<file path="config.mk">
export PLATFORM = sky130hd
export DESIGN_NAME = square_anim
export DESIGN_NICKNAME = d
export VERILOG_FILES = /design/src/rtl/square_anim.sv
export SDC_FILE = /design/constraint.sdc
export NUM_CORES = 1
export LEC_CHECK = 0
export ABC_AREA = 1
export ABC_CLOCK_PERIOD_IN_PS = 4400
export BUFFER_PORTS_ARGS = -buffer_cell sky130_fd_sc_hd__buf_2
export CAP_MARGIN = 0
export CORE_MARGIN = 3
export CORE_UTILIZATION = 45
export DETAILED_ROUTE_END_ITERATION = 10
export PLACE_DENSITY = 0.72
export SKIP_LAST_GASP = 1
export SLEW_MARGIN = 30
export SYNTH_ARGS = -nofsm -noshare
export SYNTH_HDL_FRONTEND = slang
export SYNTH_SLANG_ARGS = --single-unit
</file>
<file path="constraint.sdc">
create_clock -name clk_pix -period 4.4 [get_ports clk_pix]
set_input_delay 0.44 -clock clk_pix [delete_from_list [all_inputs] [get_ports clk_pix]]
set_output_delay 0.44 -clock clk_pix [all_outputs]
set_load 0.02 [all_outputs]
</file>
<file path="src/rtl/square_anim.sv">
`default_nettype none
// ============================================================================
// Module      : square_anim
// Description : Draws a solid square that bounces around the active display
//               area. Position advances once per frame in the vertical
//               blanking interval. Each frame in which the square hits an
//               edge advances the square's colour and a bounce counter.
//               Colour and timing outputs are registered, one cycle after
//               the screen position inputs.
// Ports       : clk_pix            pixel clock (only clock)
//               rst_n              asynchronous active-low reset
//               sx, sy             current screen position
//               hsync, vsync, de   timing syncs and data enable
//               move_en            enables per-frame motion
//               o_red/green/blue   pixel colour (0 outside active area)
//               o_hsync/vsync/de   syncs and de, aligned with colour
//               bounce_cnt         frames in which a bounce occurred (wraps)
// Revision    : 1.0  initial release
// ============================================================================
module square_anim #(
    parameter int CORDW  = 11,
    parameter int H_RES  = 1280,
    parameter int V_RES  = 720,
    parameter int Q_SIZE = 64,
    parameter int SPEED  = 4,
    parameter int CHANW  = 8
) (
    input  logic             clk_pix,
    input  logic             rst_n,
    input  logic [CORDW-1:0] sx,
    input  logic [CORDW-1:0] sy,
    input  logic             hsync,
    input  logic             vsync,
    input  logic             de,
    input  logic             move_en,
    output logic [CHANW-1:0] o_red,
    output logic [CHANW-1:0] o_green,
    output logic [CHANW-1:0] o_blue,
    output logic             o_hsync,
    output logic             o_vsync,
    output logic             o_de,
    output logic [15:0]      bounce_cnt
);

    // Background green is 0x88 placed in the top bits of the channel.
    function automatic logic [CHANW-1:0] f_bg_green();
        logic [7:0]       v;
        logic [CHANW-1:0] g;
        v = 8'h88;
        g = '0;
        for (int i = 0; i < CHANW && i < 8; i++) begin
            g[CHANW-1-i] = v[7-i];
        end
        return g;
    endfunction

    localparam logic [CHANW-1:0] c_BG_G    = f_bg_green();
    localparam logic [CORDW-1:0] c_V_RES   = CORDW'(V_RES);
    localparam logic [CORDW-1:0] c_SPEED   = CORDW'(SPEED);
    localparam logic [CORDW-1:0] c_X_MAX   = CORDW'(H_RES - Q_SIZE);
    localparam logic [CORDW-1:0] c_Y_MAX   = CORDW'(V_RES - Q_SIZE);
    localparam logic [CORDW:0]   c_Q_SIZE  = (CORDW+1)'(Q_SIZE);

    logic [CORDW-1:0] r_qx, r_qy;
    logic             r_dx, r_dy;
    logic [1:0]       r_colr;

    logic             w_tick;
    logic [CORDW-1:0] w_qx_nx, w_qy_nx;
    logic             w_dx_nx, w_dy_nx;
    logic             w_hit_x, w_hit_y;
    logic             w_q_draw;
    logic [CHANW-1:0] w_red, w_green, w_blue;

    // One axis step. Edge tests are done one bit wider than the coordinate
    // so that pos + SPEED can never wrap and fake a miss.
    function automatic void f_step(
        input  logic [CORDW-1:0] pos,
        input  logic             dir,
        input  logic [CORDW-1:0] lim,
        output logic [CORDW-1:0] npos,
        output logic             ndir,
        output logic             hit
    );
        npos = pos;
        ndir = dir;
        hit  = 1'b0;
        if (dir) begin
            if ({1'b0, pos} + {1'b0, c_SPEED} >= {1'b0, lim}) begin
                npos = lim;
                ndir = 1'b0;
                hit  = 1'b1;
            end else begin
                npos = pos + c_SPEED;
            end
        end else begin
            if ({1'b0, pos} <= {1'b0, c_SPEED}) begin
                npos = '0;
                ndir = 1'b1;
                hit  = 1'b1;
            end else begin
                npos = pos - c_SPEED;
            end
        end
    endfunction

    // First blanking line, first pixel: happens exactly once per frame.
    assign w_tick = (sy == c_V_RES) && (sx == '0);

    always_comb begin
        w_qx_nx = r_qx;
        w_dx_nx = r_dx;
        w_hit_x = 1'b0;
        w_qy_nx = r_qy;
        w_dy_nx = r_dy;
        w_hit_y = 1'b0;
        f_step(r_qx, r_dx, c_X_MAX, w_qx_nx, w_dx_nx, w_hit_x);
        f_step(r_qy, r_dy, c_Y_MAX, w_qy_nx, w_dy_nx, w_hit_y);
    end

    always_ff @(posedge clk_pix or negedge rst_n) begin
        if (!rst_n) begin
            r_qx       <= '0;
            r_qy       <= '0;
            r_dx       <= 1'b1;
            r_dy       <= 1'b1;
            r_colr     <= 2'd0;
            bounce_cnt <= 16'd0;
        end else if (w_tick && move_en) begin
            r_qx <= w_qx_nx;
            r_qy <= w_qy_nx;
            r_dx <= w_dx_nx;
            r_dy <= w_dy_nx;
            // A corner hit clamps both axes but still counts as one bounce.
            if (w_hit_x || w_hit_y) begin
                bounce_cnt <= bounce_cnt + 16'd1;
                r_colr     <= r_colr + 2'd1;
            end
        end
    end

    assign w_q_draw = ({1'b0, sx} >= {1'b0, r_qx}) &&
                      ({1'b0, sx} <  {1'b0, r_qx} + c_Q_SIZE) &&
                      ({1'b0, sy} >= {1'b0, r_qy}) &&
                      ({1'b0, sy} <  {1'b0, r_qy} + c_Q_SIZE);

    always_comb begin
        w_red   = '0;
        w_green = '0;
        w_blue  = '0;
        if (w_q_draw) begin
            case (r_colr)
                2'd0: begin
                    w_red   = '1;
                    w_green = '1;
                    w_blue  = '1;
                end
                2'd1: w_red = '1;
                2'd2: w_green = '1;
                default: begin
                    w_red   = '1;
                    w_green = '1;
                end
            endcase
        end else begin
            w_green = c_BG_G;
            w_blue  = '1;
        end
    end

    always_ff @(posedge clk_pix or negedge rst_n) begin
        if (!rst_n) begin
            o_red   <= '0;
            o_green <= '0;
            o_blue  <= '0;
            o_hsync <= 1'b0;
            o_vsync <= 1'b0;
            o_de    <= 1'b0;
        end else begin
            o_red   <= de ? w_red   : '0;
            o_green <= de ? w_green : '0;
            o_blue  <= de ? w_blue  : '0;
            o_hsync <= hsync;
            o_vsync <= vsync;
            o_de    <= de;
        end
    end

endmodule
`default_nettype wire

</file>
======== Yosys cells after proc, flatten, opt, wreduce, memory -nomap -nowiden ========
Cells that the tools add are included.
cells by class
  equality and inequality tests ........... 3
  muxes and demuxes ....................... 25
  reduce and logical (&&, ||, !) cells .... 9
  add/subtract/negate cells ............... 10
  magnitude comparators ................... 8
operators by type and width
  kind                                                              count
  2-to-1 mux 8 bit                                                  9
  2-to-1 mux 11 bit                                                 6
  adder 11 x 3 -> 12 bit (second input constant)                    2
  adder 11 x 7 -> 12 bit (second input constant)                    2
  < comparator 11 x 12 -> 1 bit                                     2
  adder 11 x 3 -> 11 bit (second input constant)                    2
  >= comparator 11 bit                                              2
  less-or-equal comparator 11 x 3 -> 1 bit (second input constant)  2
  subtractor 11 x 3 -> 11 bit (second input constant)               2
  adder 16 x 1 -> 16 bit (second input constant)                    1
  >= comparator 12 x 10 -> 1 bit (second input constant)            1
  >= comparator 12 x 11 -> 1 bit (second input constant)            1
  == test 11 x 10 -> 1 bit (second input constant)                  1
  zero test 11 bit                                                  1
  2-to-1 mux 1 bit                                                  10
  logical AND 1 bit                                                 5
  adder 2 x 1 -> 2 bit (second input constant)                      1
  == test 2 x 1 -> 1 bit (second input constant)                    1
  == test 2 bit (second input constant)                             1
  zero test 2 bit                                                   1
  AND reduction 2 bit                                               1
  logical OR 1 bit                                                  1
storage, ports and cells
  output and inout bits ................... 43
  word-level logic and storage cells ...... 67
  input bits .............................. 28
  register bits after elaboration ......... 69

======== Logic depth before layout (Yosys ltp) ========
  depth in word-level cells ............... 7
  mapped depth ............................ 15
  depth with buffers taken out ............ 14

======== Worst setup path after synthesis ========
Ideal clock, no wire load.
  kind .................................... reg-to-reg
  start point ............................. register r_qx[6]
  end point ............................... register o_blue[6]
  buffers on the path ..................... 0
  stages on the path, launching flop included .. 14
  setup slack ............................. 2.414 ns
  period minus slack after synthesis ...... 1.986 ns
  data required time ...................... 4.287 ns
  arrival time ............................ 1.873 ns
  library setup time ...................... 0.113 ns
  cell sequence ........................... dfrtp_1 > inv_2 > ha_1 > inv_1 > ha_1 > a21oi_1 > a21boi_0 > nor3_1 > nor2_1 > nand2_1 > nor2_1 > nand3_1 > nand2_1 > inv_1
on the way
  longest elaborated chain between the ends .. 7
  elaborated cells on any way between the ends .. 8
  those cells by class .................... add/sub (1); order compare (2); mux (2); reduce/logical (3)
RTL lines
  what                           line  text
  from (decl)                    64    logic [CORDW-1:0] r_qx, r_qy;
  from (signal assigned)         130   r_qx <= w_qx_nx;
  adder 11 x 7 -> 12 bit         143   ({1'b0, sx} < {1'b0, r_qx} + c_Q_SIZE) &&
  < comparator 11 x 12 -> 1 bit  143
  logical AND 1 bit *            142   assign w_q_draw = ({1'b0, sx} >= {1'b0, r_qx}) &&
  logical AND 1 bit *            143
  logical AND 1 bit *            144   ({1'b0, sy} >= {1'b0, r_qy}) &&
  2-to-1 mux 8 bit *             151   if (w_q_draw) begin
  2-to-1 mux 8 bit *             182   o_blue <= de ? w_blue : '0;
  to (signal assigned)           182
  to (decl)                      38    output logic [CHANW-1:0] o_blue,
Every way passes the cells marked *; elsewhere a longest branch is shown, timed or not.
A chain may end at the register's enable or synchronous reset.

======== Worst setup path in the final report ========
  start point ............................. register r_qx[6]
  end point ............................... register o_green[6]
on the way
  longest elaborated chain between the ends .. 7
  elaborated cells on any way between the ends .. 8
  those cells by class .................... add/sub (1); order compare (2); mux (2); reduce/logical (3)
RTL lines
  what                           line  text
  adder 11 x 7 -> 12 bit         143
  < comparator 11 x 12 -> 1 bit  143
  logical AND 1 bit *            142
  logical AND 1 bit *            143
  logical AND 1 bit *            144
  2-to-1 mux 8 bit *             151
  2-to-1 mux 8 bit *             181   o_green <= de ? w_green : '0;
  to (signal assigned)           181
  to (decl)                      37    output logic [CHANW-1:0] o_green,
Marked as above.

==> impl_metrics.ini <==
[cells_and_area]
n_fill_cell = 883
n_antenna_cell = 0
layout_commonest_cell = nand2_1
nNetsFinal = 708
drive_above_1_share_pct = 18.0
final_cell_mix = 135 x nand2_1, 69 x buf_2, 61 x nand3_1
area_delta_synth_final_pct = 8.14

[synth]
synth-seq-area-share_pct = 26.4
synth.net_count = 665
synth_cell_types = 40
synth_cells = 595
syn_avg_cell_area_um2 = 7.18
async_flop_share_pct = 100
synth_area_um2 = 4270
synth_top_flop_cell = dfrtp_1
yosysWarnings = 0
synth_edf_count = 0
ys_seq_elements = 45

[place]
dp_slack_ps = 1570
portBuffers = 70
gp_congestion = 0.961
dp_hpwl_um = 8100

[sta]
setup_ws_ps = 1750
setup_viol = 0
period_needed_ps = 2650
fmax_ghz = 0.378
tns_ps = 0
hold_violations = 0
rsz0062_at_grt = false
drv_slew = 0
fin_skew_ps = 9.73
min_period_over_period_pct = 60.1
relSlewSlack_pct = 37.5
worst_pin_slew_ps = 932

[clock_tree]
tritoncts = yes
cts_setup_buffers = 0
clk_pin_slew_worst_paths_ps = 100
numCtsBuffers = 5
cts.sinks = 45
cts_buffer_depth = 2
cts-resized-gates = 0
ctsHoldBuffers = 0
ctsRootBufferMaster = clkbuf_8
htreeDepth = 2
clock_latency_ps = 310

[worst_setup_path]
path_class = reg -> reg
r2r-end = o_green[6]
cp-end-kind = flop
r2r_start = r_qx[6]
r2r_slack_ps = 1750
critPathMaxFanout = 8
startpoint_type = flop
crit_chain = inv_2 -> ha_1 -> inv_1 -> ha_1 -> a21oi_1 -> a21boi_0 -> nor3_1 -> nor2_1 -> nand2_1 -> nor2_1 -> nand3_1 -> nor2_1
cp_data_arrival_time_ps = 2890
cp_common_cell = nor2_1
cp_slowest_cell = dfrtp_1
cp_slowest_stage_delay_ps = 520
worst_ep_required_time_ps = 4650
r2r_cells = 12

[routing]
via_count = 3976
drc_errors = 0
wl_um = 10500
postRouteAntennaNets = 0
via_per_inst = 5.20
highest_layer = met4
wl_met2_um = 4910
drt_first_pass_iters = 6
initialDrtViolationCount = 236
wl_met3_um = 655
avgRoutedWirePerCell_um = 13.7
wl_met1_um = 4740

[global_route]
grt_pass1_wl_um = 17200
overflow = 0
antenna_found_initial = 0
grtUsageTotal_pct = 20.2
grt_max_degree = 46
grt_pass1_vias = 3736

[power]
clock_power_share_pct = 35.7
cellLeakagePower_nw = 2.41
power_density_nw_per_um2 = 169
power.internal_mw = 0.562
p_switching_mw = 0.217
p_seq_share_pct = 53.6
irDropWorstVdd_uv = 150
power_frac_comb_pct = 10.7
swShare_pct = 27.9

[floorplanning]
die_area_um2 = 10700
die_h_um = 103
start_util_pct = 47.6
core_um2 = 8980
rows = 34
pin_count = 71
die_w_um = 103

[run_status]
outcome = finished clean

[hold_path]
hold_path_class = in -> async

[job]
maxCapViolCount = 0
worst max path at each step:
stage                  from  slack (ps)              to  cells after the start
CTS                 r_qx[6]        1720      o_green[6]                     12
global placement      sx[6]        1620  bounce_cnt[10]                      9
detailed placement    sx[9]        1570       r_colr[0]                      9
floorplan           r_qx[6]        2410       o_blue[6]                     13
global route        r_qx[6]        1580      o_green[6]                     12
finish              r_qx[6]        1750      o_green[6]                     12
through the flow:
| step | power, mW | hold WS (ps) | cell area (um^2) | util, % | std cells |
|---|---|---|---|---|---|
| after global routing | 0.814 | 155 | 4620 | 51.5 | 765 |
| final | 0.779 | 109 | 4620 | 51.5 | 765 |
| after global placement | 0.507 | 484 | 4520 | 50.4 | 757 |
| after detailed placement | 0.510 | 484 | 4530 | 50.4 | 757 |
| after floorplan | 0.475 | 144 | 4270 | - | 595 |
| after CTS | 0.785 | 146 | 4620 | 51.5 | 765 |
area by class of cell:
cell class | instances | area (um^2) | area share (%)
multi-input cells | 448 | 2630 | 57.0
flip-flops and latches | 45 | 1130 | 24.4
repair buffers | 70 | 353 | 7.64
inverters | 68 | 255 | 5.52
well taps | 126 | 158 | 3.41
clock buffers | 5 | 68.8 | 1.49
clock inverters | 3 | 25.0 | 0.542
kinds of logic after synthesis:
kind of cell               Yosys count  share of synthesized area (%)
adders and majority gates           42                           12.3
AOI/OAI and AO/OA                   60                           8.35
buffers and inverters              102                           12.0
and+or+nand+nor                    314                           34.4
xor gates and xnor gates            32                           6.56
DFF                                 45                           26.4
cells in the mapped netlist, types with 2 or more instances:
master / n / share of area (%)
nand2_1: 135 / 12
nand3_1: 61 / 7.1
inv_1: 60 / 5.3
nor2_1: 57 / 5.0
dfrtp_1: 43 / 25
ha_1: 42 / 12
xor2_1: 25 / 5.1
buf_4: 24 / 4.2
a21oi_1: 22 / 2.6
o21ai_0: 17 / 2.0
nand4_1: 14 / 2.0
nor3_1: 13 / 1.5
nand3_2: 11 / 2.6
inv_2: 7 / 0.62
xnor2_1: 7 / 1.4
nand2_2: 6 / 0.88
a22oi_1: 5 / 0.88
o211ai_1: 5 / 0.88
clkbuf_1: 4 / 0.35
nor2_2: 4 / 0.59
buf_2: 3 / 0.35
nand2_4: 3 / 0.79
nor4_1: 3 / 0.44
o2111ai_1: 3 / 0.62
a21boi_0: 2 / 0.35
a31oi_1: 2 / 0.29
dfstp_2: 2 / 1.2
nor2_4: 2 / 0.53
o221ai_1: 2 / 0.41
worst max-delay path: cells and delay by family (launching register included):
| kind | cells | cell delay [ps] |
|---|---|---|
| flip-flops | 1 | 520 |
| adder cells (fa/ha/maj) | 2 | 590 |
| buffers and inverters | 2 | 200 |
| AND/OR/NAND/NOR | 6 | 860 |
| AO/OA/AOI/OAI | 2 | 400 |
sequential cells by signal, summed over array words and instances (netlist names):
signal and count:
bounce_cnt 16, o_blue 1, o_de 1, o_green 2, o_hsync 1, o_red 1, o_vsync 1, r_colr 2
r_dx 1, r_dy 1, r_qx 9, r_qy 9
per-layer routing:
metal  track usage (%)  up-vias
met4              6.27        0
met3              2.82       14
met2              32.1      117
li1                  -     2016
met1              28.5     1829
met5                 0        -
power groups by stage:
stage	sequential (mW)	clock, mW	combinational (mW)
after global placement	0.426	0	0.0816
after global routing	0.418	0.301	0.0947
after detailed placement	0.426	0	0.0840
after CTS	0.418	0.283	0.0843
after floorplan	0.429	0	0.0452
final	0.418	0.278	0.0831
(Power assumes the default switching activity.)
